--- src/rtl/la_cmd_pkg.sv ---
// Shared opcodes, frame constants and sequencer state encoding for the
// LogicAnalyzer2 command sequencer.
package la_cmd_pkg;

  localparam logic [7:0] OP_START    = 8'h01;
  localparam logic [7:0] OP_ABORT    = 8'h02;
  localparam logic [7:0] OP_WR_TRIG  = 8'h03;
  localparam logic [7:0] OP_WR_BUFF  = 8'h04;
  localparam logic [7:0] OP_RD_TRACE = 8'h05;
  localparam logic [7:0] OP_RD_SIZE  = 8'h06;
  localparam logic [7:0] OP_RD_TSAMP = 8'h07;
  localparam logic [7:0] OP_RESET    = 8'h09;
  localparam logic [7:0] OP_RD_BUFF  = 8'h0A;
  localparam logic [7:0] OP_RD_TRIG  = 8'h0B;

  localparam logic [7:0]  ERR_BYTE  = 8'hEE;
  localparam int unsigned FRAME_LEN = 9;

  typedef enum logic [2:0] {
    COLLECT,
    EXEC,
    SEND,
    TREQ,
    TWAIT
  } seq_state_t;

endpackage

--- src/rtl/la_tx_serializer.sv ---
// Byte serializer for 64-bit responses: LSB first, at most one write per two
// cycles, stalls while the TX FIFO reports full. done pulses with the last byte.
module la_tx_serializer (
  input  logic        clk,
  input  logic        rst_n,
  input  logic        load,
  input  logic [63:0] load_data,
  input  logic [3:0]  load_cnt,
  input  logic        tx_full,
  output logic [7:0]  tx_data,
  output logic        tx_write,
  output logic        done
);

  logic [63:0] shreg;
  logic [3:0]  cnt;

  always_ff @(posedge clk or negedge rst_n) begin
    if (!rst_n) begin
      shreg    <= '0;
      cnt      <= '0;
      tx_data  <= '0;
      tx_write <= 1'b0;
      done     <= 1'b0;
    end else begin
      tx_write <= 1'b0;
      done     <= 1'b0;
      if (load) begin
        shreg <= load_data;
        cnt   <= load_cnt;
      end else if (cnt != '0 && !tx_full && !tx_write) begin
        tx_data  <= shreg[7:0];
        tx_write <= 1'b1;
        shreg    <= {8'h00, shreg[63:8]};
        cnt      <= cnt - 4'd1;
        done     <= (cnt == 4'd1);
      end
    end
  end

endmodule

--- src/rtl/la_cmd_sequencer.sv ---
// Command sequencer: pops 9-byte frames from the UART RX FIFO, drives capture
// configuration/control, and streams read responses into the UART TX FIFO.
module la_cmd_sequencer
  import la_cmd_pkg::*;
#(
  parameter int unsigned FRAME_TIMEOUT = 1000000,
  parameter int unsigned TO_W          = 20,
  parameter int unsigned TRACE_LEN_W   = 16
) (
  input  logic                   clk,
  input  logic                   btnCpuReset,
  input  logic [7:0]             rx_data,
  input  logic                   rx_data_present,
  output logic                   rx_read,
  output logic [7:0]             tx_data,
  output logic                   tx_write,
  input  logic                   tx_full,
  output logic [63:0]            trig_cfg,
  output logic [63:0]            buff_cfg,
  output logic                   trig_cfg_we,
  output logic                   buff_cfg_we,
  output logic                   cap_start,
  output logic                   cap_abort,
  output logic                   cap_reset,
  input  logic [TRACE_LEN_W-1:0] trace_size,
  input  logic [63:0]            trig_sample,
  output logic                   trace_rd_req,
  input  logic                   trace_rd_valid,
  input  logic [63:0]            trace_rd_data,
  output logic                   busy
);

  localparam logic [TO_W-1:0] TO_LAST   = TO_W'(FRAME_TIMEOUT - 1);
  localparam logic [3:0]      LAST_BYTE = 4'(FRAME_LEN - 1);

  seq_state_t             state;
  logic [3:0]             byte_cnt;
  logic [TO_W-1:0]        to_cnt;
  logic [7:0]             opcode;
  logic [63:0]            payload;
  logic [TRACE_LEN_W-1:0] words;
  logic                   ser_load;
  logic [63:0]            ser_data;
  logic [3:0]             ser_cnt;
  logic                   ser_done;

  assign busy = (state != COLLECT);

  always_ff @(posedge clk or negedge btnCpuReset) begin
    if (!btnCpuReset) begin
      state        <= COLLECT;
      byte_cnt     <= '0;
      to_cnt       <= '0;
      opcode       <= '0;
      payload      <= '0;
      words        <= '0;
      ser_load     <= 1'b0;
      ser_data     <= '0;
      ser_cnt      <= '0;
      rx_read      <= 1'b0;
      trig_cfg     <= '0;
      buff_cfg     <= '0;
      trig_cfg_we  <= 1'b0;
      buff_cfg_we  <= 1'b0;
      cap_start    <= 1'b0;
      cap_abort    <= 1'b0;
      cap_reset    <= 1'b0;
      trace_rd_req <= 1'b0;
    end else begin
      rx_read      <= 1'b0;
      trig_cfg_we  <= 1'b0;
      buff_cfg_we  <= 1'b0;
      cap_start    <= 1'b0;
      cap_abort    <= 1'b0;
      cap_reset    <= 1'b0;
      trace_rd_req <= 1'b0;
      ser_load     <= 1'b0;
      unique case (state)
        COLLECT: begin
          rx_read <= rx_data_present && !rx_read;
          // rx_read high means the FIFO head is on rx_data this cycle
          if (rx_read) begin
            to_cnt <= '0;
            if (byte_cnt == '0) opcode <= rx_data;
            else                payload <= {rx_data, payload[63:8]};
            if (byte_cnt == LAST_BYTE) begin
              byte_cnt <= '0;
              state    <= EXEC;
            end else begin
              byte_cnt <= byte_cnt + 4'd1;
            end
          end else if (byte_cnt != '0) begin
            if (to_cnt == TO_LAST) begin
              byte_cnt <= '0;
              to_cnt   <= '0;
            end else begin
              to_cnt <= to_cnt + TO_W'(1);
            end
          end else begin
            to_cnt <= '0;
          end
        end
        EXEC: begin
          words    <= '0;
          state    <= COLLECT;
          ser_cnt  <= 4'd8;
          case (opcode)
            OP_START:    cap_start <= 1'b1;
            OP_ABORT:    cap_abort <= 1'b1;
            OP_RESET:    cap_reset <= 1'b1;
            OP_WR_TRIG: begin
              trig_cfg    <= payload;
              trig_cfg_we <= 1'b1;
            end
            OP_WR_BUFF: begin
              buff_cfg    <= payload;
              buff_cfg_we <= 1'b1;
            end
            OP_RD_TRACE: begin
              words <= trace_size;
              if (trace_size != '0) state <= TREQ;
            end
            OP_RD_SIZE: begin
              ser_data <= 64'(trace_size);
              ser_load <= 1'b1;
              state    <= SEND;
            end
            OP_RD_TSAMP: begin
              ser_data <= trig_sample;
              ser_load <= 1'b1;
              state    <= SEND;
            end
            OP_RD_BUFF: begin
              ser_data <= buff_cfg;
              ser_load <= 1'b1;
              state    <= SEND;
            end
            OP_RD_TRIG: begin
              ser_data <= trig_cfg;
              ser_load <= 1'b1;
              state    <= SEND;
            end
            default: begin
              ser_data <= 64'(ERR_BYTE);
              ser_cnt  <= 4'd1;
              ser_load <= 1'b1;
              state    <= SEND;
            end
          endcase
        end
        SEND: begin
          if (ser_done) state <= (words != '0) ? TREQ : COLLECT;
        end
        TREQ: begin
          trace_rd_req <= 1'b1;
          state        <= TWAIT;
        end
        TWAIT: begin
          if (trace_rd_valid) begin
            ser_data <= trace_rd_data;
            ser_cnt  <= 4'd8;
            ser_load <= 1'b1;
            words    <= words - TRACE_LEN_W'(1);
            state    <= SEND;
          end
        end
        default: state <= COLLECT;
      endcase
    end
  end

  la_tx_serializer u_ser (
    .clk       (clk),
    .rst_n     (btnCpuReset),
    .load      (ser_load),
    .load_data (ser_data),
    .load_cnt  (ser_cnt),
    .tx_full   (tx_full),
    .tx_data   (tx_data),
    .tx_write  (tx_write),
    .done      (ser_done)
  );

endmodule
--- config.mk ---
export PLATFORM = sky130hd
export DESIGN_NAME = la_cmd_sequencer
export DESIGN_NICKNAME = d
export VERILOG_FILES = /design/src/rtl/la_cmd_pkg.sv /design/src/rtl/la_tx_serializer.sv /design/src/rtl/la_cmd_sequencer.sv
export SDC_FILE = /design/constraint.sdc
export NUM_CORES = 1
export LEC_CHECK = 0
export ABC_AREA = 1
export CAP_MARGIN = 5
export CORE_ASPECT_RATIO = 1.75
export CORE_UTILIZATION = 55
export CTS_BUF_LIST = sky130_fd_sc_hd__clkbuf_16
export DETAILED_ROUTE_END_ITERATION = 7
export GPL_TIMING_DRIVEN = 0
export PLACE_DENSITY_LB_ADDON = 0.25
export SLEW_MARGIN = 20
export SYNTH_ARGS = -nofsm -noshare
export SYNTH_HDL_FRONTEND = slang
export SYNTH_HIERARCHICAL = 1
export SYNTH_SLANG_ARGS = --single-unit
--- constraint.sdc ---
create_clock -name clk -period 2.7 [get_ports clk]
set_clock_uncertainty 0.15 [all_clocks]
set_input_delay 0.27 -clock clk [delete_from_list [all_inputs] [get_ports clk]]
set_output_delay 0.27 -clock clk [all_outputs]
set_load 0.01 [all_outputs]
## After elaboration in Yosys (flattened, before gate mapping)

Cells that the tools add are included.

- Add/sub/neg operators: 4
- Eq/ne operators: 22
- Muxes and demuxes: 47
- Bitwise logic cells: 2
- Reduce and logical (&&, ||, !) cells: 29

Operators with widths:

| cell | number |
|---|---|
| 64-bit case mux with 5 select lines | 1 |
| 64-bit 2-to-1 mux | 3 |
| 64-bit case mux with 2 select lines | 1 |
| 20-bit 2-to-1 mux | 3 |
| 8-bit by 3-bit == test with 1-bit output (second input constant) | 4 |
| 16-bit 2-to-1 mux | 2 |
| 4-bit 2-to-1 mux | 8 |
| 16-bit case mux with 2 select lines | 1 |
| 16-bit nonzero test | 2 |
| 8-bit by 4-bit == test with 1-bit output (second input constant) | 3 |
| 20-bit by 1-bit adder with 20-bit output (second input constant) | 1 |
| 20-bit == test (second input constant) | 1 |
| 1-bit 2-to-1 mux | 18 |
| 8-bit by 2-bit == test with 1-bit output (second input constant) | 2 |
| 16-bit by 1-bit subtractor with 16-bit output (second input constant) | 1 |
| 3-bit case mux with 5 select lines | 1 |
| 3-bit 2-to-1 mux | 4 |
| 3-bit AND reduction | 4 |
| 10-bit OR reduction | 1 |
| 8-bit by 1-bit == test with 1-bit output (second input constant) | 1 |
| 2-bit != test (second input constant) | 4 |
| 4-bit case mux with 2 select lines | 1 |
| 2-bit AND reduction | 4 |
| 2-bit nonzero test | 4 |
| 21 further kinds | 29 |

- Bits in registers: 397
- Input port bits: 157
- Output and inout port bits: 145
- Logic and storage cells: 127

## Depth between registers and ports, before layout

Gate-level depths: netlist (run 1).

- Word-level depth: 5
- Depth in mapped cells: 13
- Depth with buffers taken out: 11

## By module

The synthesis (run 1) kept the hierarchy.

Modules (own cells, without submodules):

| module | instances | cells each | area an instance (um2) | sequential area each (um2) |
|---|---|---|---|---|
| la_cmd_sequencer | 1 | 2011 | 15389.8 | 7932.6 |
| la_tx_serializer | 1 | 416 | 3567.2 | 1951.9 |

## Worst setup path after synthesis (run 1)

Ideal clock, no wire load.

- Kind: reg-to-reg
- Start point: register to_cnt[0]
- End point: register byte_cnt[0]
- Setup time: 0.137 ns
- Arrival time: 1.374 ns
- Required time: 2.413 ns
- Path slack: 1.040 ns
- Stages on the path, launching flop included: 7
- Path buffers: 0
- Clock period less this slack: 1.660 ns
- Cell sequence: dfrtp_1 > ha_1 > nand4_1 > nor2_1 > nand3_1 > o21ai_1 > o21ai_0

- Cells in the longest elaborated chain, start to end: 3

RTL lines:

| item | line | text |
|---|---|---|
| start: declaration | la_cmd_sequencer.sv:38 | `logic [TO_W-1:0] to_cnt;` |
| start signal: assignment | la_cmd_sequencer.sv:97 | `to_cnt <= to_cnt + TO_W'(1);` |
| 20-bit == test | la_cmd_sequencer.sv:93 | `if (to_cnt == TO_LAST) begin` |
| 2-bit nonzero test (no line) | - |  |
| 3-bit AND reduction (no line) | - |  |
| end signal: assignment | la_cmd_sequencer.sv:90 | `byte_cnt <= byte_cnt + 4'd1;` |
| end: declaration | la_cmd_sequencer.sv:37 | `logic [3:0] byte_cnt;` |

No other way between the ends.
A chain may end at the register's enable or synchronous reset.

## Worst setup path after layout (run 1)

- Start point: register state[1]
- End point: output busy

- Cells in the longest elaborated chain, start to end: 1

RTL lines:

| item | line | text |
|---|---|---|
| start: declaration | la_cmd_sequencer.sv:36 | `seq_state_t state;` |
| start signal: assignment | la_cmd_sequencer.sv:152 | `if (ser_done) state <= (words != '0) ? TREQ : COLLECT;` |
| 3-bit nonzero test | la_cmd_sequencer.sv:47 | `assign busy = (state != COLLECT);` |
| end: declaration | la_cmd_sequencer.sv:30 | `output logic busy` |

No other way between the ends.

==> results of run 1 <==
-- kinds of logic (layout without fill, tap and decap cells) --
| kind of cell | count (synthesis) | after routing | share of synthesized area, % |
|---|---|---|---|
| simple gates | 1433 | 1433 | 32.3 |
| xor+xnor | 8 | 8 | 0.370 |
| compound gates | 295 | 295 | 7.87 |
| flops | 395 | 395 | 52.1 |
| buf+inv | 289 | 665 | 6.86 |
| fa+ha+maj | 6 | 6 | 0.396 |
| other cells | 1 | 3 | 0.0198 |
-- cells in the mapped netlist, types with 2 or more instances --
cell / n / area share, %
nor4_1: 4 / 0.13
nor2_2: 5 / 0.17
clkbuf_1: 57 / 1.1
ha_1: 6 / 0.40
buf_4: 13 / 0.51
nand2_4: 2 / 0.12
nand3_1: 441 / 12
o21ai_0: 251 / 6.6
nor2_1: 82 / 1.6
nor3_2: 2 / 0.11
dfrtp_1: 395 / 52
xor2_1: 6 / 0.28
xnor2_1: 2 / 0.092
nand2_1: 843 / 17
a21oi_1: 29 / 0.77
buf_2: 64 / 1.7
inv_2: 8 / 0.16
nand2_2: 13 / 0.43
nand3b_1: 2 / 0.079
inv_1: 127 / 2.5
nor2_4: 5 / 0.30
o22ai_1: 4 / 0.13
nor3_1: 10 / 0.26
o21ai_1: 6 / 0.16
buf_1: 9 / 0.18
nand4_1: 16 / 0.53
buf_6: 10 / 0.59
or2_0: 6 / 0.20
-- per-stage QoR --
step                total power, mW  util, %
global route                   20.3     70.4
CTS                            19.1     70.2
floorplan                      11.7        -
detailed placement             14.2     66.9
finish                         19.3     70.4
global placement               14.0     66.6
-- registers in the layout, summed over array words and instances (netlist names), 2 cells and up --
| register | cells |
|---|---|
| trig_cfg | 64 |
| state | 3 |
| ser_cnt | 2 |
| u_ser/shreg | 64 |
| byte_cnt | 4 |
| buff_cfg | 64 |
| to_cnt | 20 |
| opcode | 8 |
| u_ser/cnt | 4 |
| u_ser/tx_data | 8 |
| payload | 64 |
| ser_data | 64 |
| words | 16 |
-- power by group through the flow --
| stage | logic [mW] | registers [mW] | clock network [mW] |
|---|---|---|---|
| floorplan | 3.92 | 7.76 | 0 |
| global placement | 6.11 | 7.88 | 0 |
| detailed placement | 6.27 | 7.90 | 0 |
| CTS | 6.30 | 7.81 | 4.97 |
| global route | 7.14 | 7.94 | 5.20 |
| finish | 6.54 | 7.84 | 4.96 |
-- what timing repair did --
item                                    4_1_cts  5_1_grt
pin swaps                                     0        1
endpoints found under the setup margin        1        1
hold buffers                                  1        0
setup buffers                                 0        9
resized for setup                             0        1
endpoints found under the hold margin       119        0
-- layer usage --
metal,vias to the layer above,GRT usage [%]
li1,8589,-
met1,8967,45.5
met2,959,66.7
met3,259,5.83
met4,0,24.4
met5,-,0
-- area by class of cell --
type,instances,area share (%)
Sequential cell,395,41.5
Multi-Input combinational cell,1744,32.6
Timing Repair Buffer,315,13.4
Clock buffer,37,3.88
Buffer,153,3.31
Tap cell,455,2.39
Inverter,135,2.14
Clock inverter,25,0.724
Antenna cell,1,0.0105
-- final timing paths --
kind,end,depth (start not counted),slack [ns],startpoint
max,busy,5,0.12,state[1]
min,words[4],2,0.10,btnCpuReset
max reg2reg,payload[46],9,0.44,state[1]
min reg2reg,u_ser/shreg[56],2,0.33,ser_data[56]
max in group asynchronous,trig_cfg[39],5,0.53,btnCpuReset
min in group clk,rx_read,3,0.13,rx_data_present
==> impl_metrics.py, run 1 <==
metrics = {
    "clock_network": {
        "clkTransAtPathRegs_ns": 0.06,
        "cts-root-buf": "clkbuf_16",
        "tritoncts": "yes",
        "clock-sinks": 395,
        "cts-htree-levels": 2,
        "cts_buffer_depth": 3,
        "numCtsBuffers": 37,
        "clk_latency_ns": 0.55,
    },
    "route": {
        "post_drt_via_cell_ratio": 5.76,
        "vias": 18800,
        "routed_wl_um": 68000,
        "wl_met1_um": 24400,
        "wire_per_inst_um": 20.9,
        "wl_met2_um": 33800,
        "drc": 0,
        "ant_nets": 0,
        "top_layer": "met4",
        "routed-wl-met3_um": 5220,
        "drtIter0Drc": 1893,
        "drtPass1Iterations": 6,
    },
    "synth": {
        "syn_inst": 2427,
        "netlist-cell-type-count": 37,
        "synth_top_flop_cell": "dfrtp_1",
        "avgSynthCellArea_um2": 7.81,
        "async_flop_share_pct": 100,
        "synth-seq-area-share_pct": 52.1,
        "synth_warnings": 6,
        "netlist_area_mm2": 0.0190,
        "synth-seq-cells": 395,
        "synth_edf_count": 0,
    },
    "grt": {
        "grt_pass1_vias": 18600,
        "antenna_found_initial": 0,
        "grtUsageTotal_pct": 38.9,
        "grt.overflow.total": 0,
        "grt_pass1_wl_um": 103000,
        "grt_max_degree": 105,
    },
    "timing": {
        "finalCritPeriodShare_pct": 95.4,
        "drv_slew": 0,
        "hold_violations": 0,
        "maxSlewHeadroom_pct": 59.4,
        "fin_crit_ns": 2.58,
        "whs_ns": 0.100,
        "setup_viol": 0,
        "fmax_mhz": 388,
        "setup_ws_ns": 0.124,
        "tightest_slew_ns": 0.610,
        "grt_setup_unrepaired": "false",
        "fin_setup_tns_ns": 0,
    },
    "pwr": {
        "power_frac_seq_pct": 40.5,
        "pwr-share-clk_pct": 25.7,
        "power_density_mw_per_mm2": 811,
        "switchingPower_mw": 7.40,
        "p_comb_share_pct": 33.8,
        "p_leak_nw": 11.3,
        "p_int_mw": 11.9,
        "ir_worst_vdd_v": 0.000728,
        "sw_frac_of_total_pct": 38.3,
    },
    "worst_setup_path": {
        "end_kind": "primary output",
        "cp_top_family": "buffers and inverters",
        "worstPathRequired_ns": 2.28,
        "cp_cell_sequence": "nor2_1, inv_2, nor2_4, clkinvlp_4, clkdlybuf4s50_1",
        "cp-start-kind": "flip-flop",
        "slowest_stage": "clkdlybuf4s50_1",
        "worstPathArrival_ns": 2.16,
        "worstSetupPathType": "flip-flop to primary output",
        "critical-path-max-stage-delay_ns": 0.56,
        "critical_path_buf_inv_count": 3,
        "crit_fanout": 8,
    },
    "finish": {
        "multiInputGateArea_mm2": 0.00778,
        "mostFrequentLayoutCell": "nand2_1",
        "nets": 2944,
        "final_cell_mix": "nand2_1 (843), nand3_1 (441), dfrtp_1 (395), clkdlybuf4s50_1 (300), o21ai_0 (251)",
        "final_layout_size_suffix_gt1_share_pct": 6.63,
        "synthToLayoutAreaGrowth_pct": 25.7,
        "design_area_mm2": 0.0238,
        "seqCellArea_mm2": 0.00988,
        "fillers": 2835,
        "stdcell_count": 3260,
    },
    "place": {
        "dpl_cell_area_mm2": 0.0227,
        "place.gp.congestion": 1.02,
        "port_buffers": 301,
        "post-place-ws_ns": 0.439,
        "dp.cells": 3188,
        "hpwl_um": 52100,
    },
    "worst_hold_path": {
        "min_path_type": "input port to asynchronous set/reset pin",
    },
    "die": {
        "io-pin-count": 302,
        "chipHeight_um": 248,
        "fp.dieW_um": 142,
        "fp-row-count": 89,
        "die_area_mm2": 0.0352,
        "initial_core_util_pct": 56.0,
        "core_area_mm2": 0.0339,
    },
    "job": {
        "cap_violations": 0,
    },
    "status": {
        "outcome": "completed",
    },
}
Note: power is estimated with default switching activity, not from simulation.
==> run 2: changes to the inputs <==
--- a/config.mk
+++ b/config.mk
@@ -8,6 +8,7 @@
 export ABC_AREA = 1
 export CAP_MARGIN = 5
 export CORE_ASPECT_RATIO = 1.75
+export CORE_MARGIN = 10
 export CORE_UTILIZATION = 55
 export CTS_BUF_LIST = sky130_fd_sc_hd__clkbuf_16
 export DETAILED_ROUTE_END_ITERATION = 7
==> impl_metrics.py, run 2 (synthesis gave the netlist of run 1 again) <==
metrics = {
    "status": {
        "outcome": "completed",
    },
    "worst_setup_path": {
        "crit_start": "state[1]",
        "r2r_setup_slack_ns": 0.48,
        "worstSetupPathType": "flip-flop to primary output",
        "critical-path-max-stage-delay_ns": 0.59,
        "crit_fanout": 12,
        "worstPathRequired_ns": 2.28,
        "cp-start-kind": "flip-flop",
        "end_kind": "primary output",
        "reg2reg_to": "ser_data[15]",
        "slowest_stage": "clkdlybuf4s50_1",
        "worstPathArrival_ns": 2.16,
        "worstReg2RegStart": "opcode[4]",
        "cp_cell_sequence": "nor2_1, inv_2, nor2_4, inv_1, clkdlybuf4s50_1",
        "ff2ff_path_depth": 11,
        "cp-endpoint": "busy",
    },
    "clock_network": {
        "cts-root-buf": "clkbuf_16",
        "cts_resized": 0,
        "clkTransAtPathRegs_ns": 0.06,
        "cts_buffer_depth": 3,
        "cts-htree-levels": 2,
        "numCtsBuffers": 38,
        "post_cts_buffers": 0,
        "clock-sinks": 395,
        "clk_latency_ns": 0.55,
        "tritoncts": "yes",
    },
    "route": {
        "wire_per_inst_um": 21.9,
        "drtPass1Iterations": 8,
        "ant_nets": 0,
        "vias": 18700,
        "drtIter0Drc": 1836,
        "routed_wl_um": 71200,
        "drc": 0,
        "post_drt_via_cell_ratio": 5.75,
    },
    "timing": {
        "setup_ws_ns": 0.122,
        "setup_viol": 0,
        "fin_crit_ns": 2.58,
        "finalCritPeriodShare_pct": 95.5,
        "hold_violations": 0,
        "maxSlewHeadroom_pct": 58.9,
        "drv_slew": 0,
        "grt_setup_unrepaired": "false",
        "fin_setup_tns_ns": 0,
        "tightest_slew_ns": 0.617,
        "fmax_mhz": 388,
    },
    "finish": {
        "multiInputGateArea_mm2": 0.00778,
        "final_layout_size_suffix_gt1_share_pct": 6.47,
        "diodes": 0,
        "nets": 2936,
        "fillers": 2811,
        "mostFrequentLayoutCell": "nand2_1",
        "design_area_mm2": 0.0239,
        "synthToLayoutAreaGrowth_pct": 25.9,
        "final_cell_mix": "nand2_1 (843), nand3_1 (441), dfrtp_1 (395), clkdlybuf4s50_1 (300), o21ai_0 (251)",
        "seqCellArea_mm2": 0.00988,
        "fin_util_pct": 70.5,
    },
    "die": {
        "chipHeight_um": 266,
        "io-pin-count": 302,
        "die_area_mm2": 0.0426,
        "core_area_mm2": 0.0339,
        "fp-row-count": 89,
        "initial_core_util_pct": 56.0,
        "fp.dieW_um": 160,
    },
    "place": {
        "place.gp.congestion": 0.979,
        "hpwl_um": 54900,
        "port_buffers": 301,
        "post-place-ws_ns": 0.507,
        "dpl_cell_area_mm2": 0.0227,
    },
    "worst_hold_path": {
        "min_path_type": "input port to asynchronous set/reset pin",
    },
    "pwr": {
        "ir_worst_vdd_v": 0.000614,
        "power.total_mw": 19.6,
        "p_leak_nw": 11.4,
        "power_density_mw_per_mm2": 820,
    },
    "grt": {
        "grt_pass1_vias": 18900,
        "antenna_found_initial": 0,
        "grt_max_degree": 108,
        "grtUsageTotal_pct": 32.6,
        "grt.overflow.total": 0,
        "grt_pass1_wl_um": 109000,
    },
    "job": {
        "cap_violations": 0,
    },
}
run 2: cell types whose count changed in the layout (fill, tap and decap cells not counted), sizes merged:
cell,change
bufinv,+2
clkbuf,+2
clkinvlp,-2
diode,-1
clkinv,+1
inv,+1
buf,-9
run 2: worst min-delay path by stage:
stage          depth (start not counted)         endpoint  slack [ns]
2_1_floorplan                          0      buff_cfg[0]       -0.18
3_3_place_gp                           2  u_ser/shreg[60]        0.31
3_5_place_dp                           1         words[8]        0.07
4_1_cts                                2         words[8]        0.10
5_1_grt                                2         words[8]        0.14
6_report                               2         words[8]        0.09
run 2: routing by layer:
layer  global-route usage (%)  vias to the layer above  wire length, um
met2                     56.9                      899            36100
li1                         -                     8580                -
met5                        0                        -                0
met4                     18.3                        0             4370
met3                     6.19                      219             5130
met1                     36.8                     9012            25600
run 2: through the flow:
| stage | std cells | hold slack (ns) |
|---|---|---|
| floorplan | 2428 | -0.176 |
| global placement | 3184 | 0.309 |
| global route | 3254 | 0.142 |
| CTS | 3254 | 0.101 |
| finish | 3254 | 0.0933 |
| detailed placement | 3188 | 0.0711 |
run 2: cell type report:
| cell class | instances | share of cell area (%) |
|---|---|---|
| flip-flops and latches | 395 | 41.4 |
| multi-input cells | 1744 | 32.6 |
| repair buffers | 306 | 13.1 |
| clock buffers | 39 | 4.09 |
| plain buffers | 153 | 3.31 |
| well taps | 455 | 2.38 |
| inverters | 135 | 2.12 |
| clock inverters | 27 | 0.985 |
run 2: where the power goes:
part | total (mW) | switching, mW | internal (mW)
Clock | 5.35 | 2.34 | 3.01
Combinational | 6.40 | 4.33 | 2.07
Sequential | 7.83 | 0.772 | 7.06
Total | 19.6 | 7.43 | 12.1
run 2: what timing repair did:
item / in CTS / in global routing
setup endpoints to repair: 1 / 0
hold buffers: 1 / 0
hold endpoints to repair: 288 / 0
run 2: critical path: cells and delay by family, from the launching register on:
kind	cells	cell delay, ns
flip-flops	1	0.42
buffers and inverters	3	0.90
AND/OR/NAND/NOR	2	0.31
==> run 3: changes to the inputs <==
--- a/config.mk
+++ b/config.mk
@@ -11,7 +11,9 @@
 export CORE_MARGIN = 10
 export CORE_UTILIZATION = 55
 export CTS_BUF_LIST = sky130_fd_sc_hd__clkbuf_16
+export CTS_CLUSTER_SIZE = 28
 export DETAILED_ROUTE_END_ITERATION = 7
+export DONT_BUFFER_PORTS = 1
 export GPL_TIMING_DRIVEN = 0
 export PLACE_DENSITY_LB_ADDON = 0.25
 export SLEW_MARGIN = 20
==> impl_metrics.py, run 3 (synthesis gave the netlist of run 1 again) <==
metrics = {
    "worst_setup_path": {
        "end_kind": "flip-flop",
        "crit_fanout": 10,
        "cp_cell_sequence": "inv_1, nand2_1, nor2_4, nand2_1, inv_2, buf_2, nand2_1, nand3_1, nand2_1, nand2_1, dlygate4sd3_1, nand2_1, nand2_1",
        "path_common_cell": "nand2_1",
        "crit_start": "opcode[6]",
        "worstPathArrival_ns": 2.92,
        "ff2ff_path_depth": 13,
        "worstPathRequired_ns": 3.03,
        "critical-path-max-stage-delay_ns": 0.55,
        "slowest_stage": "dlygate4sd3_1",
        "cp-start-kind": "flip-flop",
        "r2r_setup_slack_ns": 0.11,
        "worstReg2RegStart": "opcode[6]",
        "worstSetupPathType": "flip-flop to flip-flop",
        "reg2reg_to": "ser_data[34]",
    },
    "pwr": {
        "sw_frac_of_total_pct": 38.5,
        "p_comb_share_pct": 30.8,
        "p_int_mw": 11.6,
        "pwr-share-clk_pct": 26.9,
        "switchingPower_mw": 7.23,
        "power_frac_seq_pct": 42.2,
        "power_density_mw_per_mm2": 860,
        "ir_worst_vdd_v": 0.000704,
        "p_leak_nw": 10.7,
        "power.total_mw": 18.8,
    },
    "route": {
        "wire_per_inst_um": 22.6,
        "drtPass1Iterations": 6,
        "drc": 0,
        "ant_nets": 0,
        "post_drt_via_cell_ratio": 5.85,
        "vias": 18000,
        "routed_wl_um": 69300,
        "drtIter0Drc": 1613,
    },
    "job": {
        "cap_violations": 0,
    },
    "die": {
        "core_area_mm2": 0.0339,
        "fp-row-count": 89,
        "chipHeight_um": 266,
        "die_area_mm2": 0.0426,
        "fp.dieW_um": 160,
        "io-pin-count": 302,
        "initial_core_util_pct": 56.0,
    },
    "finish": {
        "fillers": 3026,
        "nets": 2740,
        "final_layout_size_suffix_gt1_share_pct": 6.84,
        "design_area_mm2": 0.0218,
        "synthToLayoutAreaGrowth_pct": 15.2,
        "mostFrequentLayoutCell": "nand2_1",
        "final_cell_mix": "nand2_1 (843), nand3_1 (441), dfrtp_1 (395), o21ai_0 (251), inv_1 (134)",
    },
    "clock_network": {
        "cts_hold_buffers": 109,
        "tritoncts": "yes",
        "clkTransAtPathRegs_ns": 0.07,
        "clk_latency_ns": 0.55,
        "clock-sinks": 395,
        "cts-root-buf": "clkbuf_16",
        "cts-htree-levels": 2,
        "cts_buffer_depth": 3,
        "numCtsBuffers": 37,
    },
    "grt": {
        "grt_pass1_vias": 17800,
        "grt_max_degree": 396,
        "grtUsageTotal_pct": 31.7,
        "antenna_found_initial": 11,
        "grt_pass1_wl_um": 105000,
        "grt.overflow.total": 0,
    },
    "timing": {
        "setup_viol": 0,
        "maxSlewHeadroom_pct": 52.6,
        "hold_violations": 395,
        "grt_setup_unrepaired": "true",
        "finalCritPeriodShare_pct": 96.0,
        "fin_crit_ns": 2.59,
        "tightest_slew_ns": 0.711,
        "drv_slew": 0,
        "whs_ns": -0.743,
        "fmax_mhz": 386,
    },
    "worst_hold_path": {
        "min_path_type": "input port to asynchronous set/reset pin",
    },
    "place": {
        "dpl_cell_area_mm2": 0.0195,
        "hpwl_um": 52500,
        "port_buffers": 0,
        "place.gp.congestion": 1.01,
    },
    "status": {
        "violations": "hold timing",
        "outcome": "complete, but fails checks",
    },
}
==> run 3: power by group through the flow <==
stage	Combinational, mW	Sequential [mW]	Clock (mW)
CTS	5.66	7.92	5.10
floorplan	3.92	7.76	0
global placement	5.33	7.97	0
global route	6.39	8.07	5.31
detailed placement	5.45	8.02	0
finish	5.79	7.94	5.06
==> run 3: critical path: cells and delay by family, from the launching register on <==
kind                   cells  cell delay (ns)
buffers and inverters      4             1.05
flip-flops                 1             0.38
AND/OR/NAND/NOR            9             0.93
==> run 3: layout make-up <==
class,instances,area (um^2),share of cell area [%]
Antenna cell,11,27.5,0.126
Multi-Input combinational cell,1744,7780,35.6
Clock buffer,37,926,4.24
Tap cell,455,569,2.61
Timing Repair Buffer,110,1100,5.03
Buffer,154,840,3.84
Clock inverter,29,214,0.980
Inverter,135,507,2.32
Sequential cell,395,9880,45.3
==> run 3: stage by stage <==
step           instances  util [%]  setup slack (ns)  setup TNS (ns)  hold WS, ns
3_5_place_dp        2883      57.7             0.493               0       -0.160
5_1_grt             3069      64.5           -0.0258         -0.0828       -0.750
3_3_place_gp        2883      57.7             0.517               0       -0.161
2_1_floorplan       2428         -              1.04               0       -0.176
4_1_cts             3058      64.3            0.0697               0       -0.740
6_report            3070      64.5             0.109               0       -0.743
==> run 3: metal layers <==
layer	global-route usage [%]	part of all wire (%)
met3	9.23	8.9
met4	20.3	7.7
met2	54.0	49
met5	0	0.025
met1	33.8	34
==> run 3: how the worst max path moves through the flow <==
stage	to	depth (start not counted)
after floorplan	byte_cnt[0]	6
after global placement	ser_data[15]	11
after detailed placement	ser_data[15]	11
after CTS	ser_data[33]	12
after global routing	ser_data[34]	13
final	ser_data[34]	13
==> run 3: what timing repair did <==
action	4_1_cts	5_1_grt
endpoints found under the setup margin	0	19
setup buffers	0	1
resized for setup	0	23
hold endpoints to repair	502	395
